**config.mk**
```make
export PLATFORM = sky130hd
export DESIGN_NAME = mem_arbiter
export DESIGN_NICKNAME = d
export VERILOG_FILES = /design/src/rtl/mem_arbiter.sv
export SDC_FILE = /design/constraint.sdc
export NUM_CORES = 1
export LEC_CHECK = 0
export ABC_AREA = 1
export BUFFER_PORTS_ARGS = -buffer_cell sky130_fd_sc_hd__buf_2
export CAP_MARGIN = 40
export CELL_PAD_IN_SITES_DETAIL_PLACEMENT = 2
export CELL_PAD_IN_SITES_GLOBAL_PLACEMENT = 2
export CORE_UTILIZATION = 24
export CTS_BUF_LIST = sky130_fd_sc_hd__clkbuf_4
export CTS_CLUSTER_DIAMETER = 120
export CTS_CLUSTER_SIZE = 16
export DETAILED_ROUTE_END_ITERATION = 6
export PLACE_DENSITY_LB_ADDON = 0.1
export SETUP_SLACK_MARGIN = 0.3
export SYNTH_ARGS = -nofsm -noshare
export SYNTH_HDL_FRONTEND = slang
export SYNTH_SLANG_ARGS = --single-unit
```
**constraint.sdc**
```tcl
create_clock -name clk -period 2.6 [get_ports clk]
set_input_delay 0.39 -clock clk [delete_from_list [all_inputs] [get_ports clk]]
set_output_delay 0.39 -clock clk [all_outputs]
set_load 0.02 [all_outputs]
```
**src/rtl/mem_arbiter.sv**
```systemverilog
// Two-requester arbiter for the shared memory-unit bus: start/busy sequencing,
// round-robin or fixed-priority selection, init gating and a per-transaction watchdog.
module mem_arbiter #(
    parameter int unsigned TIMEOUT = 4096,
    parameter int unsigned RR      = 1
) (
    input  logic        clk,
    input  logic        reset,
    input  logic        mem_init_done,
    input  logic        m0_req,
    input  logic [26:0] m0_addr,
    input  logic [31:0] m0_data,
    input  logic        m0_we,
    output logic        m0_ack,
    output logic [31:0] m0_q,
    input  logic        m1_req,
    input  logic [26:0] m1_addr,
    input  logic [31:0] m1_data,
    input  logic        m1_we,
    output logic        m1_ack,
    output logic [31:0] m1_q,
    output logic        mem_start,
    output logic [26:0] mem_addr,
    output logic [31:0] mem_data,
    output logic        mem_we,
    input  logic        mem_busy,
    input  logic [31:0] mem_q,
    output logic        grant,
    output logic        timeout_err
);

    localparam int unsigned     WDW     = $clog2(TIMEOUT);
    localparam logic [WDW-1:0]  WD_LAST = WDW'(TIMEOUT - 1);

    typedef enum logic [1:0] {
        S_IDLE,
        S_ISSUE,
        S_WAIT
    } state_t;

    state_t          r_state, w_state;
    logic            r_start, w_start;
    logic [26:0]     r_addr,  w_addr;
    logic [31:0]     r_data,  w_data;
    logic            r_we,    w_we;
    logic            r_ack0,  w_ack0;
    logic            r_ack1,  w_ack1;
    logic [31:0]     r_q0,    w_q0;
    logic [31:0]     r_q1,    w_q1;
    logic            r_grant, w_grant;
    logic            r_terr,  w_terr;
    logic            r_last,  w_last;
    logic [WDW-1:0]  r_wd,    w_wd;
    logic [WDW-1:0]  w_wd_inc;
    logic            w_expire;
    logic            w_sel;
    logic            w_finish;
    logic            w_abort;
    logic [31:0]     w_ret;

    always_comb begin
        w_state  = r_state;
        w_start  = r_start;
        w_addr   = r_addr;
        w_data   = r_data;
        w_we     = r_we;
        w_ack0   = 1'b0;
        w_ack1   = 1'b0;
        w_q0     = r_q0;
        w_q1     = r_q1;
        w_grant  = r_grant;
        w_terr   = r_terr;
        w_last   = r_last;
        w_wd     = r_wd;
        w_wd_inc = r_wd + WDW'(1);
        w_expire = (w_wd_inc == WD_LAST);
        w_sel    = 1'b0;
        w_finish = 1'b0;
        w_abort  = 1'b0;
        w_ret    = '0;

        case (r_state)
            S_IDLE: begin
                if (mem_init_done && (m0_req || m1_req)) begin
                    // On a tie, round-robin favours whoever was not served last
                    w_sel   = m1_req && (!m0_req || ((RR != 0) && !r_last));
                    w_addr  = w_sel ? m1_addr : m0_addr;
                    w_data  = w_sel ? m1_data : m0_data;
                    w_we    = w_sel ? m1_we   : m0_we;
                    w_start = 1'b1;
                    w_grant = w_sel;
                    w_wd    = '0;
                    w_state = S_ISSUE;
                end
            end
            S_ISSUE: begin
                w_wd = w_wd_inc;
                if (w_expire)
                    w_abort = 1'b1;
                else if (mem_busy)
                    w_state = S_WAIT;
            end
            S_WAIT: begin
                w_wd = w_wd_inc;
                // Busy falling on the expiry edge still counts as a normal completion
                if (!mem_busy)
                    w_finish = 1'b1;
                else if (w_expire)
                    w_abort = 1'b1;
            end
            default: w_state = S_IDLE;
        endcase

        if (w_finish || w_abort) begin
            w_ret   = w_finish ? mem_q : '0;
            w_start = 1'b0;
            w_state = S_IDLE;
            w_last  = r_grant;
            if (r_grant) begin
                w_ack1 = 1'b1;
                w_q1   = w_ret;
            end else begin
                w_ack0 = 1'b1;
                w_q0   = w_ret;
            end
            if (w_abort)
                w_terr = 1'b1;
        end
    end

    always_ff @(posedge clk) begin
        if (reset) begin
            r_state <= S_IDLE;
            r_start <= 1'b0;
            r_addr  <= '0;
            r_data  <= '0;
            r_we    <= 1'b0;
            r_ack0  <= 1'b0;
            r_ack1  <= 1'b0;
            r_q0    <= '0;
            r_q1    <= '0;
            r_grant <= 1'b0;
            r_terr  <= 1'b0;
            r_last  <= 1'b1;
            r_wd    <= '0;
        end else begin
            r_state <= w_state;
            r_start <= w_start;
            r_addr  <= w_addr;
            r_data  <= w_data;
            r_we    <= w_we;
            r_ack0  <= w_ack0;
            r_ack1  <= w_ack1;
            r_q0    <= w_q0;
            r_q1    <= w_q1;
            r_grant <= w_grant;
            r_terr  <= w_terr;
            r_last  <= w_last;
            r_wd    <= w_wd;
        end
    end

    assign mem_start   = r_start;
    assign mem_addr    = r_addr;
    assign mem_data    = r_data;
    assign mem_we      = r_we;
    assign m0_ack      = r_ack0;
    assign m1_ack      = r_ack1;
    assign m0_q        = r_q0;
    assign m1_q        = r_q1;
    assign grant       = r_grant;
    assign timeout_err = r_terr;

endmodule

```
Yosys cells after proc, flatten, opt, wreduce, memory -nomap -nowiden:

Index checks and enable logic that the tools add are counted.

* register bits after elaboration: 144
* input bits: 158
* output and inout bits: 129
* logic and storage cells: 58

* add/sub/neg operators: 1
* eq/ne operators: 6
* mux-type cells: 17
* bitwise logic cells: 3
* reductions and logical operators: 18

Operators by type and width (number)
* $mux W32: 2
* $mux W27: 1
* $pmux W12 S2: 1
* $add A12 B1 Y12 const B: 1
* $eq A12 B12 Y1 const B: 1
* $mux W12: 1
* $reduce_and A2 Y1: 5
* $mux W1: 7
* $mux W2: 3
* $ne A2 B2 Y1 const B: 3
* $pmux W2 S3: 1
* $reduce_or A2 Y1: 3
* $reduce_and A4 Y1: 1
* $logic_or A1 B1 Y1: 3
* $not A1 Y1: 3
* $eq A2 B1 Y1 const B: 1
* $eq A2 B2 Y1 const B: 1
* $logic_and A1 B1 Y1: 2
* $logic_not A1 Y1: 2
* $logic_not A2 Y1: 1
* $pmux W1 S2: 1
* $reduce_bool A2 Y1: 1

Depth between registers and ports, before layout:

* word-level depth: 8
* depth in mapped cells: 15
* gate-level depth less buffers: 14

Worst setup path before layout:

Ideal clock, no wire load.

* path kind: reg-to-reg
* start point: reg r_wd[1]
* end point: reg r_q0[10] (netlist: m0_q[10])
* setup time: 132 ps
* arrival: 1677 ps
* required time: 2468 ps
* setup slack: 791 ps
* cell stages (with the launch flop): 14
* path buffers: 1
* period minus slack after synthesis: 1809 ps
* cells stage by stage: dfxtp_1 > ha_1 > nand3_1 > nor2_2 > nand3_1 > nand2_1 > nand2_1 > nor2_1 > nand3_2 > nand2_4 > nand2_4 > buf_6 > nand2_1 > a21oi_1

* word-level cells in the longest chain between the ends: 7

RTL lines
* from (decl): line 53 `logic [WDW-1:0] r_wd, w_wd;`
* from (signal assigned): line 159 `r_wd <= w_wd;`
* $add A12 B1 Y12 *: line 75 `w_wd_inc = r_wd + WDW'(1);`
* $eq A12 B12 Y1 *: line 76 `w_expire = (w_wd_inc == WD_LAST);`
* $mux W1 *: line 98, 108
* $mux W1: line 106 `if (!mem_busy)`
* $pmux W1 S2 *: line 82 `case (r_state)`
* $logic_or A1 B1 Y1 *: line 114 `if (w_finish || w_abort) begin`
* $reduce_and A2 Y1 (no line) *
* to (signal assigned): line 154 `r_q0 <= w_q0;`
* to (decl): line 48 `logic [31:0] r_q0, w_q0;`

Mark *: on every way between the ends. The rest lies on a longest branch, timed or not.
A chain may end at the register's enable or synchronous reset.

Worst setup path after layout:

* start point: reg r_wd[2]
* end point: reg r_last

* word-level cells in the longest chain between the ends: 6

RTL lines
* $add A12 B1 Y12 *: line 75
* $eq A12 B12 Y1 *: line 76
* $mux W1 *: line 98, 108
* $mux W1: line 106
* $pmux W1 S2 *: line 82
* $logic_or A1 B1 Y1 *: line 114
* to (signal assigned): line 158 `r_last <= w_last;`
* to (decl): line 52 `logic r_last, w_last;`

Marked as above.

==> metrics <==
Tcrit/Tclk final=81.11%; Tot Pwr=6011 µW; Final Setup Violations=0; Post-synth ARST share=0%; synth warn=0; reg2reg start=r_wd[2]; P_leak=0.003883 µW; switching power=2507 µW; Synth Register Bits=144; footprint of the multi-input gates=0.002893 mm²; P_int=3504 µW; RePlAce Congestion=0.7498; area delta synth->final=32.02%; min cycle time layout=2109 ps; Max IR drop VDD=0.3616 mV; hold path startpoint=m0_data[24]; Post-Route WL=24.73 mm; count leader, synth=nand2_1; PortBufs=286; cell family with most CP delay=simple AND/OR/NAND/NOR gates; antenna-violating nets left=0; grt ovf=0; Setup TNS=0 ps; die height=163.2 µm; initial antenna violation count=6; post-synth top area share=46.20%; CP required=3040 ps; CTS tree=yes; largest net degree at the start of global routing=121; dpl hpwl=17.88 mm; Via Count=6821; clock transition at the registers of the reported paths=150 ps; hold_buf cts=0; power density over the cells=729.7 mW/mm²; Final Skew=22.19 ps; WP data arrival=2550 ps; Syn Nets=1087; GRT Util Overall=18.59%; most numerous cell on the critical path=nor2_1; netlist area before placement=0.006240 mm²; CTS H-Tree Depth=4; CTS max path bufs=2; postcts setup bufs=0; # rows=58; Storage cell area=0.002885 mm²; status=completed; Synth area leaders=dfxtp_1 (46%), nand2_1 (15%), a21oi_1 (11%); CP Cell Sequence=nand3_1, nor2_1, nand3_1, nand2_1, nand2_1, nor2_2, nand3_2, nand2_4, nand2_8, nor2_1, nor2_1; Max Fclk=474.2 MHz; Post-Syn Instances=923; DRT iter0 DRCs=253; drt drc=0; initial core utilization=24.64%; critical path start-end classification=flop to flop; register share of total power=43.1%; sequential area share after synthesis=46.20%; Hold Vio Cnt, Final=0; fin worst setup slack=491.2 ps; clock sink count=144; global-route wire length before repair=38.36 mm; vias in the first global route=6994; post-DR wirelength/cell=16.19 µm; top cells by count, synth=nand2_1 (247), nor2_1 (172), dfxtp_1 (144); clock group share of total power=22.9%; RSZ-0062 raised after global routing=true; WP buf/inv=0; Fill cells=3166; DR vias/cell=4.464; layout cells sized above 1=29.04%; Worst-Margin Slew=603.3 ps; final net count=1346; Num CTS Buffers=17; CP endpoint kind=flop; area of the core=0.02533 mm²; syn avg cell area=6.760 µm²; leading area contributor after synthesis=dfxtp_1; switching share of power=41.71%; clk root buf=clkbuf_4; Max Cap Viol=0; die area=0.02665 mm²; Slew Viols, Final=0; relative slew slack=59.78%; Comb power frac=34.1%; Hold Path Class=input port to flop; largest stage delay on the critical path=500 ps; pre-CTS WS=335.2 ps; Worst Setup SP=r_wd[2]; crit start category=flop; EDFF count, synth=0; worst skew pair latency=560 ps; ys flop type=dfxtp_1; critical path's slowest cell=dfxtp_1; DR pass1 iterations=4; CP max FO=33; # IOs=287; die width=163.2 µm; distinct cell type count after synthesis=22
## cells in the final DEF (no fill, tap or decap), drive strengths merged, types with 2 or more instances in the layout
cell type and instances:
nor2 176, diode 3, dfxtp 144, o21ai 66
nand3 16, buf 299, nand4 2, clkinv 7
a21oi 139, ha 6, clkbuf 17, inv 67
nand2 251
## layer usage
layer  vias up  track usage [%]  wire (µm)
met5         -                0         45
met4         6            4.885        306
met3        27            6.450       1974
met2       197            30.47      11420
met1      3161            22.99      10990
li1       3430                -          -
## state kept, by name, indices dropped and copies added (netlist names)
| name | count |
|---|---|
| m1_q | 32 |
| mem_addr | 27 |
| mem_start | 1 |
| mem_we | 1 |
| m0_ack | 1 |
| mem_data | 32 |
| r_last | 1 |
| m1_ack | 1 |
| timeout_err | 1 |
| r_wd | 12 |
| grant | 1 |
| r_state | 2 |
| m0_q | 32 |
## power groups by stage
stage	Combinational, µW	Sequential, µW	Clock, µW
global placement	2060	2630	0
finish	2050	2590	1370
CTS	2110	2590	1470
global route	2320	2620	1570
detailed placement	2090	2640	0
floorplan	1060	2890	0
## path summary, 6_finish.rpt
check / endpoint / slack [ps] / cells after the start
max: r_last / 490 / 11
min: mem_data[24] / 120 / 3
max reg2reg: r_last / 490 / 11
min reg2reg: m1_q[27] / 470 / 2
## kinds of logic (layout without fill, tap and decap cells)
| group | count (synthesis) | in the layout | synth area share, % |
|---|---|---|---|
| AOI/OAI and AO/OA | 207 | 207 | 16.68 |
| adders and majority gates | 6 | 6 | 1.203 |
| buffers and inverters | 119 | 391 | 7.900 |
| DFF | 144 | 144 | 46.20 |
| other | 0 | 3 | 0 |
| and+or+nand+nor | 447 | 447 | 28.01 |
## stage by stage
| stage | instances | util [%] | instance area, µm² | hold WS, ps |
|---|---|---|---|---|
| 6_report | 1528 | 32.53 | 8238 | 120.3 |
| 5_1_grt | 1527 | 32.52 | 8235 | 68.52 |
| 4_1_cts | 1525 | 32.42 | 8210 | 56.29 |
| 3_5_place_dp | 1493 | 31.37 | 7945 | 454.8 |
| 3_3_place_gp | 1493 | 31.37 | 7945 | 445.3 |
| 2_1_floorplan | 923 | - | 6240 | 448.0 |
## worst register-to-register path, stage by stage, from the launching register on
cell,delay [ps]
dfxtp_1,500
nand3_1,190
nor2_1,210
nand3_1,100
nand2_1,120
nand2_1,80
nor2_2,140
nand3_2,130
nand2_4,150
nand2_8,170
nor2_1,170
nor2_1,60
## timing repair
action | CTS | global route
endpoints found under the setup margin | 1 | 67
endpoints found under the hold margin | 0 | 0
resized for setup | 1 | 6
## cell type report
| cell class | instances | area share, % |
|---|---|---|
| inverter | 60 | 2.749 |
| sequential | 144 | 35.02 |
| clock buffer | 17 | 1.549 |
| tap | 330 | 5.012 |
| timing repair buffer | 299 | 18.89 |
| clock inverter | 15 | 1.564 |
| multi-input combinational | 660 | 35.12 |
| antenna | 3 | 0.09113 |
Note: power is estimated with default switching activity, not from simulation.
